`src/rtl/pwm_capture_pkg.sv`:
```
// Shared TapTempo constants and small helpers used by the capture block
// and the PWM generator.
package pwm_capture_pkg;

  // Default maximum BPM value; a PWM period is TT_BPM_MAX+1 timepulses long.
  localparam int TT_BPM_MAX = 250;

  // A falling edge between two consecutive timepulse samples.
  function automatic logic falling_edge(input logic prev, input logic cur);
    return prev & ~cur;
  endfunction

endpackage

```
`src/rtl/sync2.sv`:
```
// Two-flop synchronizer bringing an asynchronous level into the clk_i domain.
module sync2 (
  input  logic clk_i,
  input  logic rst_i,
  input  logic d,
  output logic q
);

  logic meta;

  // Two back-to-back flops give the first stage a full cycle to settle.
  always_ff @(posedge clk_i or posedge rst_i) begin
    if (rst_i) begin
      meta <= 1'b0;
      q    <= 1'b0;
    end else begin
      meta <= d;
      q    <= meta;
    end
  end

endmodule

```
`src/rtl/pwm_capture.sv`:
```
// Decodes a BPM value from a PWM waveform sampled once per timepulse.
// A window is BPM_MAX+1 samples starting at a falling edge; k high samples
// in a window decode to k-1. Without lock, a full window of highs decodes
// to BPM_MAX.
module pwm_capture
  import pwm_capture_pkg::*;
#(
  parameter int BPM_MAX = TT_BPM_MAX,
  localparam int W  = $clog2(BPM_MAX + 1),
  localparam int HW = $clog2(BPM_MAX + 2)
) (
  input  logic         clk_i,
  input  logic         rst_i,
  input  logic         tp_i,
  input  logic         pwm_i,
  output logic [W-1:0] bpm_o,
  output logic         bpm_valid_o,
  output logic         lock_o,
  output logic         err_o
);

  typedef enum logic {HUNT, MEASURE} state_e;

  state_e        state, state_n;
  logic [W-1:0]  idx, idx_n;
  logic [HW-1:0] high_cnt, high_cnt_n;
  logic [HW-1:0] run_cnt, run_cnt_n;
  logic [HW-1:0] total;
  logic [W-1:0]  bpm_n;
  logic          valid_n, err_n;
  logic          s, prev, fall;

  sync2 u_sync (
    .clk_i (clk_i),
    .rst_i (rst_i),
    .d     (pwm_i),
    .q     (s)
  );

  assign fall   = falling_edge(prev, s);
  assign total  = high_cnt + HW'(s);
  assign lock_o = (state == MEASURE);

  // Previous sample, refreshed on every timepulse in either state.
  always_ff @(posedge clk_i or posedge rst_i) begin
    if (rst_i) prev <= 1'b0;
    else if (tp_i) prev <= s;
  end

  // State and result registers; pulses come out one clock after the timepulse.
  always_ff @(posedge clk_i or posedge rst_i) begin
    if (rst_i) begin
      state       <= HUNT;
      idx         <= '0;
      high_cnt    <= '0;
      run_cnt     <= '0;
      bpm_o       <= '0;
      bpm_valid_o <= 1'b0;
      err_o       <= 1'b0;
    end else begin
      state       <= state_n;
      idx         <= idx_n;
      high_cnt    <= high_cnt_n;
      run_cnt     <= run_cnt_n;
      bpm_o       <= bpm_n;
      bpm_valid_o <= valid_n;
      err_o       <= err_n;
    end
  end

  // Next-state logic; idx holds the window index of the next sample.
  always_comb begin
    state_n    = state;
    idx_n      = idx;
    high_cnt_n = high_cnt;
    run_cnt_n  = run_cnt;
    bpm_n      = bpm_o;
    valid_n    = 1'b0;
    err_n      = 1'b0;
    if (tp_i) begin
      case (state)
        HUNT: begin
          if (fall) begin
            state_n    = MEASURE;
            idx_n      = W'(1);
            high_cnt_n = '0;
            run_cnt_n  = '0;
          end else if (!s) begin
            run_cnt_n = '0;
          end else if (run_cnt == HW'(BPM_MAX)) begin
            bpm_n     = W'(BPM_MAX);
            valid_n   = 1'b1;
            run_cnt_n = '0;
          end else begin
            run_cnt_n = run_cnt + HW'(1);
          end
        end
        MEASURE: begin
          if (fall && idx != '0) begin
            err_n      = 1'b1;
            idx_n      = W'(1);
            high_cnt_n = '0;
          end else if (idx == W'(BPM_MAX)) begin
            idx_n      = '0;
            high_cnt_n = '0;
            if (total != '0) begin
              bpm_n   = W'(total - HW'(1));
              valid_n = 1'b1;
            end else begin
              err_n     = 1'b1;
              state_n   = HUNT;
              run_cnt_n = '0;
            end
          end else begin
            high_cnt_n = total;
            idx_n      = idx + W'(1);
          end
        end
        default: state_n = HUNT;
      endcase
    end
  end

endmodule

```
`config.mk`:
```
export PLATFORM = sky130hd
export DESIGN_NAME = pwm_capture
export DESIGN_NICKNAME = d
export VERILOG_FILES = /design/src/rtl/pwm_capture_pkg.sv /design/src/rtl/sync2.sv /design/src/rtl/pwm_capture.sv
export SDC_FILE = /design/constraint.sdc
export NUM_CORES = 1
export LEC_CHECK = 0
export ABC_AREA = 1
export BUFFER_PORTS_ARGS = -buffer_cell sky130_fd_sc_hd__buf_2
export CAP_MARGIN = 15
export CELL_PAD_IN_SITES_DETAIL_PLACEMENT = 1
export CELL_PAD_IN_SITES_GLOBAL_PLACEMENT = 1
export CORE_UTILIZATION = 38
export CTS_CLUSTER_SIZE = 25
export DETAILED_ROUTE_END_ITERATION = 16
export PLACE_DENSITY = 0.75
export SYNTH_ARGS = -nofsm -noshare
export SYNTH_HDL_FRONTEND = slang
export SYNTH_SLANG_ARGS = --single-unit
```
`constraint.sdc`:
```
create_clock -name clk_i -period 2.3 [get_ports clk_i]
set_clock_uncertainty 0.2 [all_clocks]
set_input_delay 0.46 -clock clk_i [delete_from_list [all_inputs] [get_ports clk_i]]
set_output_delay 0.46 -clock clk_i [all_outputs]
set_load 0.1 [all_outputs]
```
==> results.sh, run 1 <==
export IMPL_detail_route_vias_per_cell=5.015
export IMPL_cts_root_to_sink_buffers=2
export IMPL_post_route_cells_drive_above_1_share_pct=20.85
export IMPL_reg2regPathDepth=13
export IMPL_postSynthNetCount=318
export IMPL_largest_family_of_logic_cells_by_synthesized_area="simple AND/OR/NAND/NOR gates"
export IMPL_hp_start="pwm_i"
export IMPL_critical_path_class="register to register"
export IMPL_rsz0062_at_grt="yes"
export IMPL_post_route_period_util_pct=94.10
export IMPL_power_leakage_nw=1.362
export IMPL_worst_slack_at_placement_ps=-15.61
export IMPL_clk_pin_slew_ps=80
export IMPL_postRouteAntennaNets=0
export IMPL_grt_remaining_overflow=0
export IMPL_final_cell_area_mm2=0.002671
export IMPL_vdd_drop_max_uv=369.4
export IMPL_clock_power_share_pct=33.4
export IMPL_route_vias_total=2036
export IMPL_run_status="finished, final reports clean"
export IMPL_vias_in_the_first_global_route=2091
export IMPL_worst_hold_path_endpoint="u_sync.meta$_DFF_PP0_"
export IMPL_setup_reg_to_reg_worst_slack_ps=140
export IMPL_p_int_mw=1.418
export IMPL_grt_max_degree=39
export IMPL_timing_final_ws_setup_ps=135.7
export IMPL_i_o_pin_total=15
export IMPL_cts_inserted_buffers=5
export IMPL_power_share_sequential_pct=37.2
export IMPL_report_final_slew_viol_count=0
export IMPL_cp_arrival_ps=2150
export IMPL_synth_compound_area_share_pct=7.027
export IMPL_cts_tree="yes"
export IMPL_worst_path_max_fanout=8
export IMPL_tightest_hold_check_type="input port to register"
export IMPL_placementRows=28
export IMPL_place_detailed_hpwl_um=4174
export IMPL_drv_max_cap_violation_count=0
export IMPL_drt_initial_drc_count=48
export IMPL_routed_wire_length_per_instance_um=14.00
export IMPL_synth_xor_area_share_pct=1.892
export IMPL_firstDrtPassIters=4
export IMPL_r2r_start="high_cnt[0]$_DFFE_PP0P_"
export IMPL_post_synth_fa_ha_maj_area_fraction_pct=4.865
export IMPL_yosys_cell_types_count=30
export IMPL_worst_endpoint_required_ps=2280
export IMPL_finalPower_mw=2.163
export IMPL_globalplace_congestion=0.7718
export IMPL_ys_seq_elements=38
export IMPL_postPlaceCellArea_mm2=0.002492
export IMPL_setup_viol_count_final=0
export IMPL_diodes=0
export IMPL_drc=0
export IMPL_power_density_mw_per_mm2=809.6
export IMPL_fmax_mhz=462.0
export IMPL_clock_latency_ps=290
export IMPL_postRouteWirelength_um=5685
export IMPL_floorplan_die_width_um=80.05
export IMPL_cts_hold_buffers_added=0
export IMPL_fin_setup_tns_ps=0
export IMPL_synth_simple_gate_area_share_pct=37.62
export IMPL_relSlewSlack_pct=62.42
export IMPL_actual_slew_at_the_worst_max_slew_pin_ps=563.7
export IMPL_hold_path_depth=1
export IMPL_synth_yosys_warnings=0
export IMPL_initial_core_util_pct=39.33
export IMPL_clock_tree_root_cell="clkbuf_8"
export IMPL_net_switching_power_mw=0.7444
export IMPL_core_mm2=0.005886
export IMPL_avgSynthCellArea_um2=7.589
export IMPL_fp_dieArea_mm2=0.006407
export IMPL_worst_setup_path_end_kind="register"
export IMPL_grt_util_all_layers_pct=19.58
export IMPL_shortest_clock_period_the_worst_path_allows_after_layout_ps=2164
export IMPL_timing_hold_ws_ps=70.98
export IMPL_power_switching_fraction_pct=34.42
export IMPL_yosys_mux_area_fraction_pct=0
export IMPL_die_height_um=80.05
export IMPL_startpoint_type="register"
export IMPL_regToRegEndpoint="run_cnt[6]$_DFFE_PP0P_"
export IMPL_htree_levels=2
export IMPL_antenna_found_initial=0
export IMPL_finalHoldViolations=0
export IMPL_fin_nets=343
export IMPL_port_buffer_count=14
export IMPL_post_synth_inst_count=305
export IMPL_pwr_share_comb_pct=29.5
export IMPL_clock_sinks=38
export IMPL_syn_area_mm2=0.002315
export IMPL_synth_yosys_seq_area_share_pct=41.08
export IMPL_grt_first_pass_wirelength_um=9763
export IMPL_area_growth_pct=15.41
==> cells in the final DEF (no fill, tap or decap), types with 8 or more instances in the layout <==
master and n:
nand2_1 80, dfrtp_1 38, nand3_1 34, inv_1 32
nor2_1 25, buf_2 14, nand2_2 12, inv_2 8
nor3_1 8, a21oi_1 8
==> state kept, by name (all words and copies together) (netlist names), 8 cells and up <==
register  count
bpm_o         8
high_cnt      8
idx           8
run_cnt       8
==> how the worst max path moves through the flow <==
stage	from	end	slack (ps)	cells past startpoint
2_1_floorplan	lock_o$_DFFE_PP0P_	idx[5]$_DFFE_PP0P_	10	8
3_3_place_gp	u_sync.q$_DFF_PP0_	bpm_o[1]$_DFFE_PP0P_	80	14
3_5_place_dp	u_sync.q$_DFF_PP0_	run_cnt[5]$_DFFE_PP0P_	-20	13
4_1_cts	u_sync.q$_DFF_PP0_	run_cnt[6]$_DFFE_PP0P_	10	11
5_1_grt	idx[0]$_DFFE_PP0P_	high_cnt[0]$_DFFE_PP0P_	-20	8
6_report	high_cnt[0]$_DFFE_PP0P_	run_cnt[6]$_DFFE_PP0P_	140	13
==> cells by family after synthesis <==
logic type      count (synthesis)
buf+inv                        43
fa+ha+maj                       9
compound gates                 29
simple gates                  181
xor+xnor                        5
flops                          38
==> power groups by stage <==
stage	Clock, mW	Combinational (mW)	Sequential (mW)
final	0.722	0.637	0.804
after global routing	0.764	0.731	0.816
after CTS	0.735	0.624	0.804
after detailed placement	0	0.610	0.816
after global placement	0	0.577	0.812
after floorplan	0	0.460	0.809
==> cells in the mapped netlist (all sizes together) <==
master  number  area [µm²]
a21oi        8       40.04
a22oi        1       7.510
buf          2       10.01
clkbuf       1       13.76
clkinv       1       3.750
dfrtp       38       950.9
ha           9       112.6
inv         39       146.4
nand2       94       409.1
nand3       38       210.2
nand4        5       37.53
nor2        34       157.6
nor3         9       50.05
o21ai       12       63.81
o21bai       1       7.510
o22ai        7       43.79
or2          1       6.260
xnor2        1       8.760
xor2         4       35.03
==> metrics by stage <==
stage / std cells / util, %
after floorplan: 305 / -
after global placement: 396 / 42.35
after detailed placement: 396 / 42.35
after CTS: 404 / 44.90
after global routing: 406 / 45.39
final: 406 / 45.39
==> metal layers <==
metal / wire length, µm / GRT usage, %
met1: 2703 / 25.35
met2: 2807 / 32.91
met3: 117 / 3.771
met4: 57 / 5.714
met5: 0 / 0
==> layout make-up <==
cell class	count	area (µm²)
Fill cell	753	3214
Inverter	40	150.1
Tap cell	75	93.84
Clock inverter	2	60.06
Timing Repair Buffer	20	115.1
Clock buffer	6	82.58
Sequential cell	38	950.9
Multi-Input combinational cell	225	1219
==> worst max-delay path, stage by stage (launching register included) <==
cell and delay (ps):
dfrtp_1 370, ha_2 220, ha_2 210, nand2_1 70, nor2_2 120, nand2_1 80
nand2_1 80, nand2_2 80, nor2_4 120, nand3_2 100, nand2_1 120, nand3_4 140
nand2_1 100, nand2_1 60
==> what timing repair did <==
item,in CTS,in global routing
cloned,0,1
gates resized for setup,1,10
setup buffers,0,1
endpoints found under the setup margin,8,20
No activity file was read; power rests on OpenSTA's default activity.
==> run 2, diff against run 1 <==
--- a/config.mk
+++ b/config.mk
@@ -5,7 +5,6 @@
 export SDC_FILE = /design/constraint.sdc
 export NUM_CORES = 1
 export LEC_CHECK = 0
-export ABC_AREA = 1
 export BUFFER_PORTS_ARGS = -buffer_cell sky130_fd_sc_hd__buf_2
 export CAP_MARGIN = 15
 export CELL_PAD_IN_SITES_DETAIL_PLACEMENT = 1
@@ -13,7 +12,7 @@
 export CORE_UTILIZATION = 38
 export CTS_CLUSTER_SIZE = 25
 export DETAILED_ROUTE_END_ITERATION = 16
-export PLACE_DENSITY = 0.75
+export PLACE_DENSITY = 0.72
 export SYNTH_ARGS = -nofsm -noshare
 export SYNTH_HDL_FRONTEND = slang
 export SYNTH_SLANG_ARGS = --single-unit
==> run 2 against run 1 <==
The run now ends with negative setup slack left. Critical path depth is 3 lower. Combinational power is 48% higher. Synthesized cell count is 26% lower. Sequential power is 2% lower. Register-to-register slack worse by 460 ps. Maximum frequency is 17% lower. Clock-buffer cell count is 1 higher. Largest cell class unchanged. Highest routed layer unchanged.
==> results.sh, run 2 <==
export IMPL_run_status="complete, but fails checks"
export IMPL_failed_checks="negative setup slack"
export IMPL_yosys_cell_types_count=49
export IMPL_fin_setup_tns_ps=-5897
export IMPL_clk_pin_slew_ps=80
export IMPL_htree_levels=2
export IMPL_drc=0
export IMPL_layout_cells_most_common="buf_4"
export IMPL_power_leakage_nw=1.454
export IMPL_cpLargestDelayFamily="simple AND/OR/NAND/NOR gates"
export IMPL_relSlewSlack_pct=57.96
export IMPL_cts_root_to_sink_buffers=2
export IMPL_routed_wl_met2_um=3467
export IMPL_grt_remaining_overflow=0
export IMPL_wl_met1_um=2916
export IMPL_post_route_period_util_pct=114.0
export IMPL_fillerInstances=638
export IMPL_setup_viol_count_final=28
export IMPL_clock_power_share_pct=22.1
export IMPL_synth_yosys_warnings=0
export IMPL_shortest_clock_period_the_worst_path_allows_after_layout_ps=2622
export IMPL_clock_tree_root_cell="clkbuf_8"
export IMPL_critical_path_class="register to register"
export IMPL_pwr_share_comb_pct=42.4
export IMPL_tightest_hold_check_type="input port to async pin"
export IMPL_synth_async_sr_flop_share_pct=100.0
export IMPL_postRouteWirelength_um=6623
export IMPL_post_route_cells_drive_above_1_share_pct=41.97
export IMPL_yosys_area_top_type_share_pct=43.13
export IMPL_worst_path_buf_inv=2
export IMPL_grt_max_degree=39
export IMPL_port_buffer_count=14
export IMPL_firstDrtPassIters=4
export IMPL_fin_nets=317
export IMPL_postPlaceCellArea_mm2=0.002783
export IMPL_worst_setup_path_end_kind="register"
export IMPL_place_detailed_hpwl_um=4617
export IMPL_detail_route_vias_per_cell=5.424
export IMPL_crit_path_top_delay_cell="nor4_1"
export IMPL_vdd_drop_max_uv=283.9
export IMPL_post_synth_main_area_contributors="dfrtp_1 43%, ha_1 5.1%, nand2_1 4.9%"
export IMPL_cts_tree="yes"
export IMPL_highest_routed_metal_layer="met4"
export IMPL_cts_inserted_buffers=5
export IMPL_initial_core_util_pct=39.79
export IMPL_postRouteAntennaNets=0
export IMPL_synth_yosys_seq_area_share_pct=43.13
export IMPL_area_growth_pct=41.66
export IMPL_timing_final_ws_setup_ps=-322.5
export IMPL_routed_wire_length_per_instance_um=17.57
export IMPL_i_o_pin_total=15
export IMPL_fp_dieArea_mm2=0.006111
export IMPL_net_switching_power_mw=0.7720
export IMPL_die_height_um=78.17
export IMPL_setup_reg_to_reg_worst_slack_ps=-320
export IMPL_report_final_slew_viol_count=0
export IMPL_yosys_cell_count_top_type="dfrtp_1"
export IMPL_floorplan_die_width_um=78.17
export IMPL_drt_initial_drc_count=78
export IMPL_worst_path_max_fanout=4
export IMPL_drv_max_cap_violation_count=0
export IMPL_fmax_mhz=381.3
export IMPL_ys_seq_elements=38
export IMPL_diodes=0
export IMPL_antenna_found_initial=0
export IMPL_placementRows=27
export IMPL_worst_endpoint_required_ps=2280
export IMPL_cts_hold_buffers_added=0
export IMPL_avgSynthCellArea_um2=9.712
export IMPL_grt_util_all_layers_pct=23.48
export IMPL_p_int_mw=1.449
export IMPL_cp_common_cell="ha_4"
export IMPL_clock_sinks=38
export IMPL_power_switching_fraction_pct=34.75
export IMPL_vias_in_the_first_global_route=2248
export IMPL_synth_edff_count=0
export IMPL_cp_arrival_ps=2600
export IMPL_power_share_sequential_pct=35.6
export IMPL_most_common_layout_cells="53 x buf_4, 38 x dfrtp_1, 29 x nand2_1"
export IMPL_actual_slew_at_the_worst_max_slew_pin_ps=625.7
export IMPL_post_synth_inst_count=227
export IMPL_routed_wl_met3_um=159
export IMPL_globalplace_congestion=0.8303
export IMPL_clock_latency_ps=300
export IMPL_postSynthNetCount=240
export IMPL_finalHoldViolations=0
export IMPL_power_density_mw_per_mm2=711.3
export IMPL_rsz0062_at_grt="yes"
export IMPL_critical_path_cell_chain="ha_4 > ha_4 > inv_2 > ha_1 > inv_1 > nor4_1 > nand4_1 > nor3_2 > o21ai_2 > a211o_1"
export IMPL_final_cell_area_mm2=0.003123
export IMPL_core_mm2=0.005540
export IMPL_startpoint_type="register"
export IMPL_route_vias_total=2045
export IMPL_worst_path_largest_cell_delay_ps=440
export IMPL_grt_first_pass_wirelength_um=10960
export IMPL_netlist_top_cell_by_area="dfrtp_1"
export IMPL_most_instantiated_flip_flop_cell_in_the_synthesis_netlist="dfrtp_1"
export IMPL_syn_area_mm2=0.002205
export IMPL_synth_cells_most_frequent="38 x dfrtp_1, 29 x nand2_1, 15 x o21ai_0"
## run 2: cell types whose count changed after synthesis, sizes merged, moves of 5 or more
cell   change
nor2      -23
o31ai      +5
o21ai      +5
nor3       -6
nand2     -65
o22ai      -7
mux2       +6
nand3     -29
or3        +7
inv       -27
a21o       +5
## run 2: cell families after synthesis
kind of cell,share of synthesized area (%)
DFF,43.13
buffers and inverters,4.086
AOI/OAI and AO/OA,16.91
adders and majority gates,5.108
xor gates and xnor gates,4.370
muxes,5.732
and+or+nand+nor,20.66
## run 2: power groups by stage
stage,logic [mW],registers (mW),clock network [mW]
global placement,0.744,0.790,0
global route,1.02,0.796,0.526
CTS,0.865,0.783,0.502
detailed placement,0.779,0.795,0
floorplan,0.424,0.795,0
finish,0.941,0.790,0.490
## run 2: layout make-up
class / count / area [µm²] / share of cell area, %
tap: 72 / 90.09 / 2.885
sequential: 38 / 950.9 / 30.45
clock buffer: 7 / 86.33 / 2.764
clock inverter: 1 / 5.005 / 0.1603
inverter: 12 / 45.04 / 1.442
multi-input combinational: 169 / 1345 / 43.07
timing repair buffer: 78 / 600.6 / 19.23
## run 2: through the flow
stage | cells | worst slack (ps) | hold WS (ps) | util, % | total power, mW
2_1_floorplan | 227 | -303.5 | 131.2 | - | 1.219
3_3_place_gp | 360 | -227.6 | 144.4 | 50.23 | 1.534
3_5_place_dp | 360 | -328.1 | 145.7 | 50.23 | 1.574
4_1_cts | 375 | -219.6 | 62.04 | 54.40 | 2.149
5_1_grt | 377 | -379.7 | 60.08 | 56.37 | 2.341
6_report | 377 | -322.5 | 69.70 | 56.37 | 2.221
## run 2: layer usage
layer | up-vias | GRT usage (%)
met1 | 1041 | 26.50
met4 | 0 | 7.963
met2 | 25 | 43.60
met5 | - | 0
li1 | 972 | -
met3 | 7 | 4.767
## run 2: timing repair
item | 4_1_cts | 5_1_grt
pin swaps | 13 | 9
buffers inserted | 6 | 4
cloned | 1 | 0
setup endpoints to repair | 30 | 34
resized for setup | 24 | 20
## run 2: final timing paths
check                      cells past startpoint                      end               startpoint
max in group asynchronous                      3  high_cnt[2]$_DFFE_PP0P_                    rst_i
min                                            3       idx[0]$_DFFE_PP0P_                    rst_i
min reg2reg                                    0       u_sync.q$_DFF_PP0_    u_sync.meta$_DFF_PP0_
max reg2reg                                   10   run_cnt[2]$_DFFE_PP0P_  high_cnt[0]$_DFFE_PP0P_
min in group clk_i                             1    u_sync.meta$_DFF_PP0_                    pwm_i
max                                           10   run_cnt[2]$_DFFE_PP0P_  high_cnt[0]$_DFFE_PP0P_
## run 2: tightest hold or removal path: cells and delay by family
kind                   cells  cell delay, ps
buffers and inverters      3             550
